--- config.mk ---
export PLATFORM = sky130hd
export DESIGN_NAME = sigmoid_backprop
export DESIGN_NICKNAME = d
export VERILOG_FILES = /design/src/rtl/sigmoid_backprop.sv
export SDC_FILE = /design/constraint.sdc
export NUM_CORES = 1
export LEC_CHECK = 0
export BUFFER_PORTS_ARGS = -buffer_cell sky130_fd_sc_hd__buf_4
export CAP_MARGIN = 5
export CORE_MARGIN = 4
export CORE_UTILIZATION = 45
export DETAILED_ROUTE_END_ITERATION = 16
export MAX_ROUTING_LAYER = met4
export SKIP_CTS_REPAIR_TIMING = 1
export SYNTH_ARGS = -nofsm -noshare
export SYNTH_HDL_FRONTEND = slang
export SYNTH_SLANG_ARGS = --single-unit
--- constraint.sdc ---
create_clock -name clk -period 7.82 [get_ports clk]
set_input_delay 0 -clock clk [delete_from_list [all_inputs] [get_ports clk]]
set_output_delay 0 -clock clk [all_outputs]
set_load 0.02 [all_outputs]
--- src/rtl/sigmoid_backprop.sv ---
// Local sigmoid gradient: grad_out = grad_in * y * (1 - y), y in unsigned Q0.DATA_W.
// Latency: 2 cycles (S1 computes dsig, S2 is the output register), 1 sample/cycle.
// Backpressure: in_ready = !s1_valid || !out_valid || out_ready; holds 2 samples when stalled.
module sigmoid_backprop #(
    parameter int DATA_W = 10,
    parameter int CNT_W  = 16
) (
    input  logic              clk,
    input  logic              rst,
    input  logic              in_valid,
    output logic              in_ready,
    input  logic [DATA_W-1:0] y,
    input  logic [DATA_W-1:0] grad_in,
    input  logic              in_last,
    output logic              out_valid,
    input  logic              out_ready,
    output logic [DATA_W-1:0] grad_out,
    output logic              out_last,
    output logic [CNT_W-1:0]  xfer_count
);

    // dsig peaks at 2^(DATA_W-2), so it needs DATA_W-1 bits.
    localparam int DSIG_W = DATA_W - 1;
    // y * (2^DATA_W - y) peaks at 2^(2*DATA_W-2); one spare bit keeps it simple.
    localparam int PROD_W = 2 * DATA_W + 1;
    // Signed gradient product: |grad_in| * dsig <= 2^(2*DATA_W-3).
    localparam int GP_W   = 2 * DATA_W;
    localparam logic [CNT_W-1:0] CNT_MAX = '1;

    // Pipeline state
    logic                     r_s1_valid;
    logic [DSIG_W-1:0]        r_s1_dsig;
    logic signed [DATA_W-1:0] r_s1_grad;
    logic                     r_s1_last;
    logic                     r_out_valid;
    logic [DATA_W-1:0]        r_grad_out;
    logic                     r_out_last;
    logic [CNT_W-1:0]         r_xfer_count;

    // Combinational datapath and handshake
    logic                     w_s2_advance;
    logic                     w_s1_advance;
    logic                     w_out_xfer;
    logic [DATA_W:0]          w_comp;
    logic [DSIG_W-1:0]        w_dsig;
    logic signed [GP_W-1:0]   w_grad_prod;
    logic [DATA_W-1:0]        w_grad_next;

    assign w_s2_advance = !r_out_valid || out_ready;
    assign w_s1_advance = !r_s1_valid || w_s2_advance;
    assign w_out_xfer   = r_out_valid && out_ready;

    // (1 - y) in Q0.DATA_W; y = 0 gives exactly 2^DATA_W, hence the extra bit.
    assign w_comp = {1'b1, {DATA_W{1'b0}}} - {1'b0, y};
    // Truncation to DSIG_W is lossless: the shifted product never exceeds 2^(DATA_W-2).
    assign w_dsig = DSIG_W'((PROD_W'(y) * PROD_W'(w_comp)) >> DATA_W);

    // Sign-extend the gradient, zero-extend dsig, then floor via arithmetic shift.
    assign w_grad_prod = GP_W'(r_s1_grad) * $signed(GP_W'(r_s1_dsig));
    assign w_grad_next = DATA_W'(w_grad_prod >>> DATA_W);

    assign in_ready   = w_s1_advance;
    assign out_valid  = r_out_valid;
    assign grad_out   = r_grad_out;
    assign out_last   = r_out_last;
    assign xfer_count = r_xfer_count;

    // Stage 1: capture dsig, gradient and last flag whenever the stage can move.
    always_ff @(posedge clk) begin
        if (rst) begin
            r_s1_valid <= 1'b0;
            r_s1_dsig  <= '0;
            r_s1_grad  <= '0;
            r_s1_last  <= 1'b0;
        end else if (w_s1_advance) begin
            r_s1_valid <= in_valid;
            if (in_valid) begin
                r_s1_dsig <= w_dsig;
                r_s1_grad <= $signed(grad_in);
                r_s1_last <= in_last;
            end
        end
    end

    // Stage 2: output register; data only changes when S1 hands over a valid sample.
    always_ff @(posedge clk) begin
        if (rst) begin
            r_out_valid <= 1'b0;
            r_grad_out  <= '0;
            r_out_last  <= 1'b0;
        end else if (w_s2_advance) begin
            r_out_valid <= r_s1_valid;
            if (r_s1_valid) begin
                r_grad_out <= w_grad_next;
                r_out_last <= r_s1_last;
            end
        end
    end

    // Transfer counter: saturating, restarts after the last sample of a vector.
    always_ff @(posedge clk) begin
        if (rst) begin
            r_xfer_count <= '0;
        end else if (w_out_xfer) begin
            if (r_out_last) begin
                r_xfer_count <= '0;
            end else if (r_xfer_count != CNT_MAX) begin
                r_xfer_count <= r_xfer_count + 1'b1;
            end
        end
    end

endmodule

Word-level counts from Yosys, hierarchy flattened --
Cells that the tools add are included.
Storage, ports and cells: bits in registers 49, latch bits 0, memory bits (writable) 0, memory bits (read-only) 0, input port bits 25, output and inout port bits 29, logic and storage cells 24, memories 0
Operators by class: add/subtract/negate cells 2, $mul 2, div/mod/pow operators 0, magnitude comparators 0, equal/unequal tests 1, shifts and indexed selects 0, mux-type cells 2, bitwise gates (word level) 0, reduce and logical (&&, ||, !) cells 9
Operator list (number):
- 16-bit 2-to-1 mux | 2
- 10-bit by 10-bit multiplier with 20-bit output | 1
- 10-bit by 11-bit multiplier with 19-bit output | 1
- 16-bit by 1-bit adder with 16-bit output, second input constant | 1
- 16-bit != test, second input constant | 1
- 11-bit by 10-bit subtractor with 11-bit output, first input constant | 1
- 2-bit AND reduction | 3
- 1-bit logical NOT | 2
- 1-bit logical OR | 2
- 2-bit nonzero test | 1
- 1-bit logical AND | 1

Logic depth before layout (Yosys ltp) --
word-level depth 4, mapped depth 23, mapped depth without buffers 23

Worst setup path before layout --
OpenSTA, ideal clock, no wires.
path type input-to-reg, from input y[3], to register r_s1_dsig[8], library setup time 117 ps, data arrival time 5448 ps, data required time 7703 ps, setup slack 2256 ps, cell stages on the path 20, buffers on the path 0, path through or4_1 -> or3_1 -> nor2_1 -> ha_1 -> nand2b_1 -> fa_1 -> inv_1 -> fa_1 -> fa_1 -> fa_1 -> inv_1 -> fa_1 -> inv_1 -> ha_1 -> nand2_1 -> o21ai_0 -> or3b_2 -> o21ai_0 -> xnor2_1 -> a22o_1
On the way: word-level cells in the longest chain between the ends 2
Ends and longest elaborated chain:
- from (decl) | line 12 | input logic [DATA_W-1:0] y,
- 11-bit by 10-bit subtractor with 11-bit output | line 54 | assign w_comp = {1'b1, {DATA_W{1'b0}}} - {1'b0, y};
- 10-bit by 11-bit multiplier with 19-bit output * | line 56 | assign w_dsig = DSIG_W'((PROD_W'(y) * PROD_W'(w_comp)) >> DATA_W);
- to (signal assigned) | line 78 | r_s1_dsig <= w_dsig;
- to (decl) | line 32 | logic [DSIG_W-1:0] r_s1_dsig;
Every way passes the cells marked *; elsewhere a longest branch is shown, timed or not. A chain may end at the register's enable or synchronous reset.

Worst setup path in the final report --
from register r_s1_dsig[2], to register r_grad_out[9], in the netlist grad_out[9]
On the way: word-level cells in the longest chain between the ends 1
Ends and longest elaborated chain:
- 10-bit by 10-bit multiplier with 20-bit output | line 59 | assign w_grad_prod = GP_W'(r_s1_grad) * $signed(GP_W'(r_s1_dsig));
- to (signal assigned) | line 94 | r_grad_out <= w_grad_next;
- to (decl) | line 36 | logic [DATA_W-1:0] r_grad_out;
Every way passes these cells.

==> impl_metrics.json <==
{
  "status": "complete, no violations",
  "rsz0062_at_grt": "no",
  "drive_gt1_share_pct": 6.62,
  "use_met2_pct": 32.1,
  "leakagePower_nw": 4.92,
  "cts_root_buf": "clkbuf_16",
  "synth_cell_types": 54,
  "finalHoldViolCount": 0,
  "grt_overflow": 0,
  "synth_area_leaders": "fa_1, ha_1, dfxtp_1",
  "drt_iter0_drc": 245,
  "layout_worst_path_cycle_share_pct": 74.0,
  "grt_antenna_before_repair": 0,
  "slowest_delay_ns": 0.75,
  "grt_pass1_vias": 6941,
  "avgSynthCellArea_sq_um": 8.70,
  "timing.rr.end": "grad_out[9]",
  "grt_usage_pct": 19.5,
  "die_area_sq_um": 22000,
  "rows": 51,
  "drc_errors": 0,
  "synthArstFlopShare_pct": 0,
  "setup_viol": 0,
  "cp_num_cells": 17,
  "cp-startpoint": "r_s1_dsig[2]",
  "yosys.area.top_type": "fa_1",
  "wire_per_inst_microns": 14.7,
  "htreeDepth": 2,
  "start_util_pct": 45.6,
  "cp-end-kind": "flip-flop",
  "grt.busiest_layer": "met2",
  "worstSetupStartpointType": "flip-flop",
  "nFillCells": 1901,
  "critPathBufInv": 4,
  "synth-main-ff-cell": "dfxtp_1",
  "postRouteAntennaNets": 0,
  "setup_tns_ns": 0,
  "grt_pass1_wl_mm": 34.2,
  "grtUsageMet1_pct": 27.2,
  "path_max_fanout": 11,
  "cts_buffer_depth": 2,
  "skew_ns": 0.00980,
  "critical_path_arrival_ns": 6.02,
  "area_delta_synth_final_pct": 9.88,
  "gp_congestion": 0.825,
  "finalWirelength_mm": 19.4,
  "critPathKind": "flip-flop to flip-flop",
  "synthCells": 1020,
  "synth_area_sq_um": 8880,
  "max_freq_mhz": 173,
  "grt.met3_usage_pct": 1.80,
  "fin_nets": 1329,
  "slew_headroom_pct": 23.3,
  "cp_cell_sequence": "and2_1 > fa_1 > inv_1 > fa_1 > inv_1 > fa_1 > fa_1 > inv_1 > fa_1 > inv_1 > ha_1 > a21oi_1 > o21bai_1 > a211oi_1 > o221ai_1 > or3_1 > a31oi_1",
  "endpoint": "grad_out[9]",
  "fp.dieH_microns": 148,
  "worst_slew_pin_slew_ns": 1.14,
  "rr_worst_depth": 17,
  "yosys_warnings": 0,
  "synth-edff-count": 0,
  "synth_top_area_share_pct": 33.1,
  "drv_cap": 0,
  "cpMaxStageDelayCell": "fa_1",
  "ir_worst_vdd_v": 0.000111,
  "hp-class": "primary input to flip-flop",
  "clkLatencyLatePin_ns": 0.30,
  "timing.rr.start": "r_s1_dsig[2]",
  "path_common_cell": "fa_1",
  "r2r_setup_slack_ns": 2.03,
  "hpwl_mm": 15.8,
  "final_max_slew_viol_count": 0,
  "cp.required_ns": 8.05,
  "io_pins": 54,
  "dr.pass1.iters": 5,
  "crit_family": "adder cells",
  "hp-start": "out_ready",
  "powerDensity_nw_per_um2": 204,
  "die_w_microns": 148,
  "period_needed_ns": 5.79,
  "antenna_cells": 0,
  "io_buffers": 53,
  "cts_tree": "done",
  "ys_seq_area_share_pct": 11.0,
  "cts_buffers": 5,
  "via_per_inst": 5.04,
  "path_clk_slew_ns": 0.07,
  "vias": 6668,
  "coreArea_sq_um": 19500,
  "grt_start_max_net_pins": 31,
  "clock-sinks": 49,
  "timing.hold.ws_ns": 0.0649,
  "ys_seq_elements": 49
}
[per-stage QoR]
stage	setup slack [ns]	utilization [%]	total power, mW	instance area [sq um]	std cells
floorplan	2.26	-	1.43	8890	1024
global placement	1.90	48.7	1.73	9480	1303
detailed placement	1.77	48.7	1.74	9480	1303
CTS	2.01	49.5	2.01	9640	1310
global route	1.64	50.1	2.26	9760	1322
finish	2.03	50.1	1.99	9760	1322
[cell usage in the layout, fill, tap and decap left out, types with 20 or more instances in the layout]
master,instances
inv_1,201
nand3_1,21
a21oi_1,39
nor2_1,34
buf_4,53
nand2_1,93
fa_1,147
and2_1,58
xnor2_1,25
ha_1,100
nand2b_1,41
dfxtp_1,49
o21ai_0,20
nor2b_1,34
[cell usage after synthesis (12+ instances only)]
master and count:
a211oi_1 14, a21oi_1 39, and2_1 58, clkbuf_1 36, dfxtp_1 49, fa_1 147
ha_1 100, inv_1 201, nand2_1 93, nand2b_1 41, nand3_1 21, nand4_1 12
nor2_1 34, nor2b_1 34, o21ai_0 20, xnor2_1 25
[registers in the layout, summed over array words and instances, names as in the netlist]
name,cells
xfer_count,16
out_last,1
r_s1_dsig,9
out_valid,1
grad_out,10
r_s1_last,1
r_s1_valid,1
r_s1_grad,10
[final cells by class]
type                    count  area (sq um)  share of cell area, %
clock buffers               5           125                   1.28
well taps                 265           332                   3.40
inverters                 201           754                   7.73
repair buffers             65           518                   5.31
flip-flops and latches     49           981                   10.1
clock inverters             2          35.0                  0.359
multi-input cells         735          7010                   71.9
[worst min-delay path by stage]
| stage | endpoint | slack, ns | cells past startpoint |
|---|---|---|---|
| floorplan | r_s1_valid | 0.12 | 2 |
| global placement | r_s1_valid | 0.23 | 3 |
| detailed placement | r_s1_valid | 0.23 | 3 |
| CTS | r_s1_valid | -0.09 | 3 |
| global route | r_s1_valid | 0.11 | 2 |
| finish | out_valid | 0.06 | 4 |
[layer usage]
layer  vias up  part of all wire [%]
met1      3278                    48
met2        99                    48
li1       3276                     -
met5         -                     0
met4         0                  0.95
met3        15                   2.6
[logic make-up after synthesis]
| kind of cell | synth area share [%] |
|---|---|
| fa+ha+maj | 47.2 |
| mux | 0.240 |
| compound gates | 8.20 |
| xor+xnor | 2.96 |
| buf+inv | 10.2 |
| simple gates | 20.1 |
| flops | 11.0 |
| other cells | 0.0846 |
[worst register-to-register path, stage by stage, from the launching register on]
cell      delay, ns
dfxtp_1        0.43
and2_1         0.26
fa_1           0.75
inv_1          0.12
fa_1           0.54
inv_1          0.05
fa_1           0.46
fa_1           0.54
inv_1          0.05
fa_1           0.50
inv_1          0.04
ha_1           0.33
a21oi_1        0.26
o21bai_1       0.14
a211oi_1       0.48
o221ai_1       0.23
or3_1          0.37
a31oi_1        0.16
[where the power goes]
part / internal [mW] / total [mW] / switching [mW]
clock network: 0.149 / 0.251 / 0.102
logic: 0.609 / 1.40 / 0.787
registers: 0.279 / 0.341 / 0.0625
total: 1.04 / 1.99 / 0.952
Note: power is estimated with default switching activity, not from simulation.
